==> src/rtl/voice_arbiter.sv <==
// voice_arbiter: shares the buzzer pin between the gameover voice and key voices 1..3.
// Gameover has absolute priority; key voices are granted round-robin. Each granted
// tone runs for a fixed duration and drives a square wave at the source's pitch.
// Optional feature macro: SOUND_QUEUE_EN (pending mask for key requests while busy).
// Request semantics: voi1..voi3 are one-cycle pulses, gameover_voi==1 for one cycle is a
// gameover request; there is no back-pressure, a request is consumed on the edge it is seen.
// Debug view: dbg_state encodes IDLE=0, PLAY_KEY=1, PLAY_OVER=2; dbg_rr_ptr is the
// 0-based index of the key voice checked first; dbg_pending is {k3,k2,k1}.
module voice_arbiter #(
  parameter int CNT_W    = 24,
  parameter int KEY_LEN  = 2500000,
  parameter int OVER_LEN = 12500000,
  parameter int DIV_K1   = 47778,
  parameter int DIV_K2   = 37922,
  parameter int DIV_K3   = 31888,
  parameter int DIV_OV   = 63776
) (
  input  logic       clk_vga,
  input  logic       rst,
  input  logic       voi1,
  input  logic       voi2,
  input  logic       voi3,
  input  logic [1:0] gameover_voi,
  input  logic       mute,
  output logic       buzzer,
  output logic       busy,
  output logic [2:0] active_src,
  output logic       over_play,
  output logic       tone_done,
  output logic [1:0] dbg_state,
  output logic [1:0] dbg_rr_ptr,
  output logic [2:0] dbg_pending
);

`ifdef SOUND_QUEUE_EN
  localparam bit QUEUE_EN = 1'b1;
`else
  localparam bit QUEUE_EN = 1'b0;
`endif

  localparam logic [CNT_W-1:0] KEY_LAST  = CNT_W'(KEY_LEN - 1);
  localparam logic [CNT_W-1:0] OVER_LAST = CNT_W'(OVER_LEN - 1);
  localparam logic [CNT_W-1:0] K1_LAST   = CNT_W'(DIV_K1 - 1);
  localparam logic [CNT_W-1:0] K2_LAST   = CNT_W'(DIV_K2 - 1);
  localparam logic [CNT_W-1:0] K3_LAST   = CNT_W'(DIV_K3 - 1);
  localparam logic [CNT_W-1:0] OV_LAST   = CNT_W'(DIV_OV - 1);

  // Durations and half-periods must fit the counters and allow at least two states.
  generate
    if (CNT_W < 2 || CNT_W > 31 ||
        KEY_LEN < 2 || KEY_LEN >= (1 << CNT_W) || OVER_LEN < 2 || OVER_LEN >= (1 << CNT_W) ||
        DIV_K1 < 2 || DIV_K1 >= (1 << CNT_W) || DIV_K2 < 2 || DIV_K2 >= (1 << CNT_W) ||
        DIV_K3 < 2 || DIV_K3 >= (1 << CNT_W) || DIV_OV < 2 || DIV_OV >= (1 << CNT_W)) begin : g_bad_param
      $error("voice_arbiter: LEN/DIV parameters must be >= 2 and < 2**CNT_W");
    end
  endgenerate

  typedef enum logic [1:0] {
    IDLE      = 2'd0,
    PLAY_KEY  = 2'd1,
    PLAY_OVER = 2'd2
  } state_t;

  state_t           state;
  logic [CNT_W-1:0] dur_cnt;
  logic [CNT_W-1:0] hp_cnt;
  logic             phase;
  logic [1:0]       rr_ptr;
  logic [2:0]       pending;

  logic [2:0]       key_req;
  logic             over_req;
  logic [CNT_W-1:0] div_last;
  logic [CNT_W-1:0] dur_last;
  logic [CNT_W-1:0] dur_inc;
  logic [CNT_W-1:0] hp_tick;
  logic             ph_tick;
  logic             dur_end;
  logic             retrig;
  logic [1:0]       served_idx;
  logic [1:0]       next_ptr;
  logic [2:0]       grant_idle;
  logic [2:0]       idle_rest;
  logic [2:0]       cand;
  logic [2:0]       grant_next;
  logic [2:0]       pend_hold;

  // First set bit of mask at or after index start, scanning 0,1,2 with wrap; one-hot result.
  function automatic logic [2:0] pick(input logic [2:0] mask, input logic [1:0] start);
    logic [2:0] g;
    logic [1:0] idx;
    int         s;
    g = 3'b000;
    for (int i = 2; i >= 0; i--) begin
      s = int'(start) + i;
      if (s >= 3) s = s - 3;
      idx = s[1:0];
      if (mask[idx]) g = 3'b001 << idx;
    end
    return g;
  endfunction

  // Request decode, pitch/duration tick values and round-robin selection.
  always_comb begin
    key_req  = {voi3, voi2, voi1};
    over_req = (gameover_voi == 2'd1);
    dur_last = KEY_LAST;
    div_last = K1_LAST;
    if (state == PLAY_OVER) begin
      dur_last = OVER_LAST;
      div_last = OV_LAST;
    end else if (active_src == 3'b010) begin
      div_last = K2_LAST;
    end else if (active_src == 3'b100) begin
      div_last = K3_LAST;
    end
    dur_end    = (dur_cnt == dur_last);
    dur_inc    = dur_cnt + CNT_W'(1);
    hp_tick    = (hp_cnt == div_last) ? '0 : hp_cnt + CNT_W'(1);
    ph_tick    = (hp_cnt == div_last) ? ~phase : phase;
    retrig     = |(key_req & active_src);
    served_idx = (active_src == 3'b100) ? 2'd2 : (active_src == 3'b010) ? 2'd1 : 2'd0;
    next_ptr   = (served_idx == 2'd2) ? 2'd0 : served_idx + 2'd1;
    grant_idle = pick(key_req, rr_ptr);
    idle_rest  = QUEUE_EN ? (key_req & ~grant_idle) : 3'b000;
    // A request from the voice just completing is dropped; other voices stay eligible.
    cand       = QUEUE_EN ? ((pending | key_req) & ~active_src) : 3'b000;
    grant_next = pick(cand, next_ptr);
    pend_hold  = QUEUE_EN ? (pending | (key_req & ~active_src)) : 3'b000;
  end

  // Arbitration FSM with all tone counters and registered outputs.
  always_ff @(posedge clk_vga) begin
    if (rst) begin
      state      <= IDLE;
      dur_cnt    <= '0;
      hp_cnt     <= '0;
      phase      <= 1'b0;
      rr_ptr     <= 2'd0;
      pending    <= 3'b000;
      buzzer     <= 1'b0;
      busy       <= 1'b0;
      active_src <= 3'b000;
      over_play  <= 1'b0;
      tone_done  <= 1'b0;
    end else begin
      tone_done <= 1'b0;
      case (state)
        IDLE: begin
          dur_cnt <= '0;
          hp_cnt  <= '0;
          phase   <= 1'b0;
          buzzer  <= 1'b0;
          if (over_req) begin
            state     <= PLAY_OVER;
            busy      <= 1'b1;
            over_play <= 1'b1;
          end else if (|key_req) begin
            state      <= PLAY_KEY;
            busy       <= 1'b1;
            active_src <= grant_idle;
            pending    <= idle_rest;
          end
        end
        PLAY_KEY: begin
          if (over_req) begin
            state      <= PLAY_OVER;
            active_src <= 3'b000;
            over_play  <= 1'b1;
            pending    <= 3'b000;
            dur_cnt    <= '0;
            hp_cnt     <= '0;
            phase      <= 1'b0;
            buzzer     <= 1'b0;
          end else if (dur_end) begin
            rr_ptr  <= next_ptr;
            dur_cnt <= '0;
            hp_cnt  <= '0;
            phase   <= 1'b0;
            buzzer  <= 1'b0;
            if (|cand) begin
              active_src <= grant_next;
              pending    <= cand & ~grant_next;
            end else begin
              state      <= IDLE;
              busy       <= 1'b0;
              active_src <= 3'b000;
              pending    <= 3'b000;
            end
          end else begin
            dur_cnt   <= retrig ? '0 : dur_inc;
            tone_done <= !retrig && (dur_inc == dur_last);
            hp_cnt    <= hp_tick;
            phase     <= ph_tick;
            buzzer    <= ph_tick & ~mute;
            pending   <= pend_hold;
          end
        end
        PLAY_OVER: begin
          if (dur_end) begin
            dur_cnt <= '0;
            hp_cnt  <= '0;
            phase   <= 1'b0;
            buzzer  <= 1'b0;
            if (!over_req) begin
              state     <= IDLE;
              busy      <= 1'b0;
              over_play <= 1'b0;
            end
          end else begin
            dur_cnt   <= over_req ? '0 : dur_inc;
            tone_done <= !over_req && (dur_inc == dur_last);
            hp_cnt    <= hp_tick;
            phase     <= ph_tick;
            buzzer    <= ph_tick & ~mute;
          end
        end
        default: begin
          state <= IDLE;
        end
      endcase
    end
  end

  assign dbg_state   = state;
  assign dbg_rr_ptr  = rr_ptr;
  assign dbg_pending = pending;

endmodule
==> config.mk <==
export PLATFORM = sky130hd
export DESIGN_NAME = voice_arbiter
export DESIGN_NICKNAME = d
export VERILOG_FILES = /design/src/rtl/voice_arbiter.sv
export SDC_FILE = /design/constraint.sdc
export NUM_CORES = 1
export LEC_CHECK = 0
export ABC_AREA = 1
export CORE_MARGIN = 2
export CORE_UTILIZATION = 63
export CTS_BUF_LIST = sky130_fd_sc_hd__clkbuf_4 sky130_fd_sc_hd__clkbuf_8
export DETAILED_ROUTE_END_ITERATION = 8
export PLACE_DENSITY = 0.89
export SYNTH_ARGS = -nofsm -noshare
export SYNTH_HDL_FRONTEND = slang
export SYNTH_SLANG_ARGS = --single-unit
==> constraint.sdc <==
create_clock -name clk_vga -period 2.52 [get_ports clk_vga]
set_clock_uncertainty 0.15 [all_clocks]
set_input_delay 0.504 -clock clk_vga [delete_from_list [all_inputs] [get_ports clk_vga]]
set_output_delay 0.504 -clock clk_vga [all_outputs]
set_load 0.01 [all_outputs]
==> results of run 1 <==
-- state kept, by name (all words and copies together), names as in the netlist --
signal	cells
dur_cnt	24
dbg_state	2
over_play	1
busy	1
hp_cnt	24
active_src	3
dbg_rr_ptr	2
buzzer	1
tone_done	1
phase	1
-- per-layer routing --
metal	global-route usage, %	wire length, um	vias to the layer above
li1	-	-	2273
met1	41.66	4902	2040
met2	47.16	4938	192
met3	4.716	865	27
met4	11.98	231	0
met5	0	0	-
-- final cells by class --
type                            instances  area, um^2
Clock inverter                          1       30.03
Clock buffer                           14       180.2
Sequential cell                        60        1201
Multi-Input combinational cell        532        2596
Tap cell                               77       96.34
Fill cell                             515        1747
Timing Repair Buffer                   29       257.7
Inverter                               74       277.8
-- synth_stat cells --
master | number | area, um^2
nand2_1 | 170 | 638.1
nor2_1 | 107 | 401.6
inv_1 | 73 | 274.0
dfxtp_1 | 60 | 1201
nand3_1 | 54 | 270.3
a21oi_1 | 53 | 265.3
o21ai_0 | 35 | 175.2
nor3_1 | 18 | 90.09
nand4_1 | 16 | 100.1
xor2_1 | 16 | 140.1
clkbuf_1 | 12 | 45.04
a22oi_1 | 11 | 82.58
ha_1 | 9 | 112.6
buf_2 | 8 | 40.04
nor2_2 | 8 | 50.05
buf_4 | 6 | 45.04
or2_2 | 5 | 31.28
o211ai_1 | 4 | 30.03
nand2_2 | 3 | 18.77
xnor2_1 | 3 | 26.28
and2_1 | 2 | 12.51
nand3_2 | 2 | 20.02
nand3b_1 | 2 | 15.01
a211oi_1 | 1 | 7.510
a21o_1 | 1 | 7.510
a21oi_4 | 1 | 16.27
and3_1 | 1 | 6.260
buf_6 | 1 | 11.26
clkbuf_2 | 1 | 5.000
conb_1 | 1 | 3.750
inv_2 | 1 | 3.750
nor3_2 | 1 | 10.01
nor4_1 | 1 | 6.260
o21ai_1 | 1 | 5.000
o21bai_1 | 1 | 7.510
o221ai_1 | 1 | 8.760
o22ai_1 | 1 | 6.260
-- logic make-up after synthesis --
group | count (synthesis) | share of synthesized area, %
compound gates | 110 | 14.60
xor+xnor | 19 | 3.971
fa+ha+maj | 9 | 2.687
buf+inv | 102 | 10.12
flops | 60 | 28.67
other cells | 1 | 0.08949
simple gates | 390 | 39.86
-- path summary, 6_finish.rpt --
kind                                  end  slack (ps)  cells past startpoint
worst min register to register       busy         320                      2
worst min-delay path                 busy         320                      2
worst max-delay path            hp_cnt[8]         160                     10
worst max register to register  hp_cnt[8]         160                     10
-- power breakdown --
| part | switching (mW) | total, mW | internal, mW | leakage, nW |
|---|---|---|---|---|
| registers | 0.0198 | 0.990 | 0.970 | 0.485 |
| logic | 0.228 | 0.358 | 0.130 | 1.19 |
| clock network | 0.384 | 0.939 | 0.555 | 0.110 |
| total | 0.632 | 2.29 | 1.66 | 1.78 |
-- critical path: stages (launching register included) --
cell and delay, ps:
dfxtp_1 420, inv_1 90, ha_1 310, inv_1 70, nor2_1 220, inv_1 110
nor2_1 150, nand2_2 150, a21oi_2 360, nand2_1 110, a21oi_1 130
-- per-stage QoR --
stage                     hold WS [ps]  std cells  power (mW)  worst slack, ps
after global routing             362.0        787       2.373            19.73
final                            323.2        787       2.287            162.6
after floorplan                  309.0        693       1.238            377.6
after global placement           295.6        771       1.341            219.8
after detailed placement         320.0        771       1.356            142.9
after CTS                        328.6        786       2.273            116.2
-- timing repair --
| action | CTS | global route |
|---|---|---|
| setup buffers | 0 | 0 |
| resized for setup | 0 | 4 |
| setup endpoints to repair | 0 | 7 |
==> metrics, run 1 <==
Max Transition Viols Final=0; DIE HEIGHT=85.56 um; Clock Pin Slew Worst Setup and Hold Paths=about 70 ps; Worst Hold Class=flop to flop; hold path start=busy; commonest non-fill, non-tap cells in the layout=nand2_1, nor2_1, inv_1; grt ovf=0; CP required=2650 ps; row count=29; antenna violations before repair=0; commonest non-fill, non-tap cell in the layout=nand2_1; H-tree depth=3; Tightest Pin Transition=559.0 ps; drt first-iter violations=approximately 450; beginning of the critical path=dbg_state[1]; share of cells above drive strength 1=7.183%; Routed Antenna Nets=0; Power per Cell Area=493.0 nW/um^2; Ports=22; post-synthesis cell type count=37; Routability Congestion=0.9753; root buf cell=clkbuf_8; outcome=finished, final reports clean; Critical Path Sink Type=flop; Seq cells post-synth=60; Setup crit start kind=flop; LEAKAGE=1.781 nW; Initial Util=65.62%; CP Class=flop to flop; Via density=5.759; cts hold-fix bufs=0; Post-Route WL=10.94 mm; drc violations=0; syn avg cell area=6.064 um^2; maximum vdd drop=approximately 0.00034 V; Pre-Repair DR Iteration Count=6; via count=around 4500; global-route wire length before repair=17.81 mm; r2r startpoint=dbg_state[1]; Tmin final=2357 ps; Die Wd=85.56 um; clk buf depth=2; vias in the first global route=3974; area post-placement=about 4400 um^2; Synth warnings=0; fmax=between 0.4 and 0.5 GHz; diode count=0; Max-Cap Viols=0; die area=7320 um^2; dpl hpwl=7.767 mm; Cells after Synth=between 600 and 700; final hold vios=0; largest net degree at the start of global routing=53; WL/cell=13.90 um; final core occ=72.65%; Post-Syn Area=4190 um^2; setup tns final=0 ps; CP Max Fanout=8; CTS Sinks=60; CTS tree=done; Final setup violation count=0; total track usage=30.10%; Final Instance Area=4639 um^2; final period utilization=93.55%; Final Net Count=723; latest clock arrival within the worst-skew pair=360 ps; Syn-to-layout area delta=10.72%; Max-Slew Margin vs Limit=62.73%; RSZ-0062 raised after global routing=false; CTS buffer count=9; IO buf count=18; post-synthesis sequential area ratio=28.67%; core area=6386 um^2; Critical Path AT=2490 ps
Power figures use the tool's default switching activity.
==> run 2: changes to the inputs <==
- GPL_ROUTABILITY_DRIVEN: default -> 0
==> metrics, run 2 (synthesis gave the netlist of run 1 again) <==
outcome=finished, final reports clean; P_sw=0.6433 mW; drc violations=0; grt ovf=0; setup ws final=154.0 ps; setup tns final=0 ps; Post-Route WL=10.68 mm; placed cells=772; Max-Slew Margin vs Limit=a little over three fifths; fmax=0.4227 GHz; DIE HEIGHT=85.56 um; CP Class=flop to flop; WL/cell=13.55 um; wire length on met3=approximately 1.0 mm; Highest Signal Layer=met4; Final Net Count=a little over 700; RSZ-0062 raised after global routing=false; dpl hpwl=7.638 mm; FF+latch area=1201 um^2; Pre-Repair DR Iteration Count=6; H-tree depth=3; internal power=1.501 mW; share of cells above drive strength 1=under 10%; CTS buffer count=9; area post-placement=roughly 4400 um^2; Clock Pin Slew Worst Setup and Hold Paths=70 ps; root buf cell=clkbuf_8; latest clock arrival within the worst-skew pair=350 ps; commonest non-fill, non-tap cells in the layout=nand2_1, nor2_1, inv_1; CTS Sinks=60; diode count=0; LEAKAGE=1.762 nW; drt first-iter violations=422; final period utilization=a little over nine tenths; Power per Cell Area=465.7 nW/um^2; final core occ=72.10%; Max Transition Viols Final=0; Critical Path Sink Type=flop; Tightest Pin Transition=562.7 ps; top flop regs=dur_cnt (24), hp_cnt (24), active_src (3); fin cells=slightly below 800; Post-Place Worst Slack=around 160 ps; final hold vios=0; Max-Cap Viols=0; global-route wire length before repair=18.14 mm; fill cell count=523; postcts setup bufs=0; CTS tree=done; antenna violations before repair=0; maximum vdd drop=0.0004062 V; Routed Antenna Nets=0; Tmin final=roughly 2400 ps; vias in the first global route=4035; IO buf count=18; commonest non-fill, non-tap cell in the layout=nand2_1; die area=7320 um^2; largest net degree at the start of global routing=53; Via density=5.764; row count=29; Ports=22; Net Sw Frac=30.00%; Final Instance Area=4604 um^2; multi-input logic area=between 2000 and 3000 um^2; Setup crit start kind=flop; wl on met1=around 4.7 mm; Syn-to-layout area delta=9.884%; post-CTS sizing=0; Initial Util=65.62%; core area=roughly 6400 um^2; via count=4542; cts hold-fix bufs=0; power share of the clock group=37.2%; Final setup violation count=0; Die Wd=roughly 86 um; Critical Path AT=2440 ps; CP required=2590 ps; Met2 Wirelength=roughly 4.8 mm; total track usage=30.38%; CP Max Fanout=12; Worst Hold Class=flop to flop; clk buf depth=2; Seq pwr share=46.1%; Combinational Power Share=between 10% and 20%
==> run 2: power groups by stage <==
stage	Sequential [mW]	Combinational (mW)	Clock [mW]
2_1_floorplan	1.02	0.221	0
3_3_place_gp	1.01	0.335	0
3_5_place_dp	1.01	0.347	0
4_1_cts	0.988	0.348	0.811
5_1_grt	0.992	0.399	0.856
6_report	0.989	0.357	0.798
==> run 2: per-stage QoR <==
step           total power, mW  hold slack, ps
2_1_floorplan            1.238           309.0
3_3_place_gp             1.344           297.8
3_5_place_dp             1.357           303.5
4_1_cts                  2.148           314.1
5_1_grt                  2.247           345.1
6_report                 2.144           313.4
==> run 2: final timing paths <==
check	startpoint	end	slack, ps	cells past startpoint
setup / recovery	dbg_state[1]	hp_cnt[10]	150	10
setup reg to reg	dbg_state[1]	hp_cnt[10]	150	10
hold / removal	busy	busy	310	2
hold reg to reg	busy	busy	310	2
==> run 2: area by class of cell <==
type | count | area share, %
timing repair buffer | 30 | 5.761
clock inverter | 4 | 0.5435
clock buffer | 11 | 3.288
inverter | 74 | 6.114
sequential | 60 | 26.09
multi-input combinational | 532 | 56.11
tap | 77 | 2.092
==> run 2: critical path, cell delays in order (launching register included) <==
cell and delay [ps]:
dfxtp_1 390, ha_2 240, clkinvlp_4 220, nand2_1 200, inv_1 50, o21ai_0 70, nand3_1 90, nor2_1 390
a21oi_2 250, nand2_1 120, a21oi_1 60
==> run 2: layer usage <==
layer | track usage [%] | vias to the layer above
li1 | - | 2273
met1 | 40.88 | 2030
met2 | 47.37 | 217
met3 | 7.507 | 22
met4 | 11.26 | 0
met5 | 0 | -
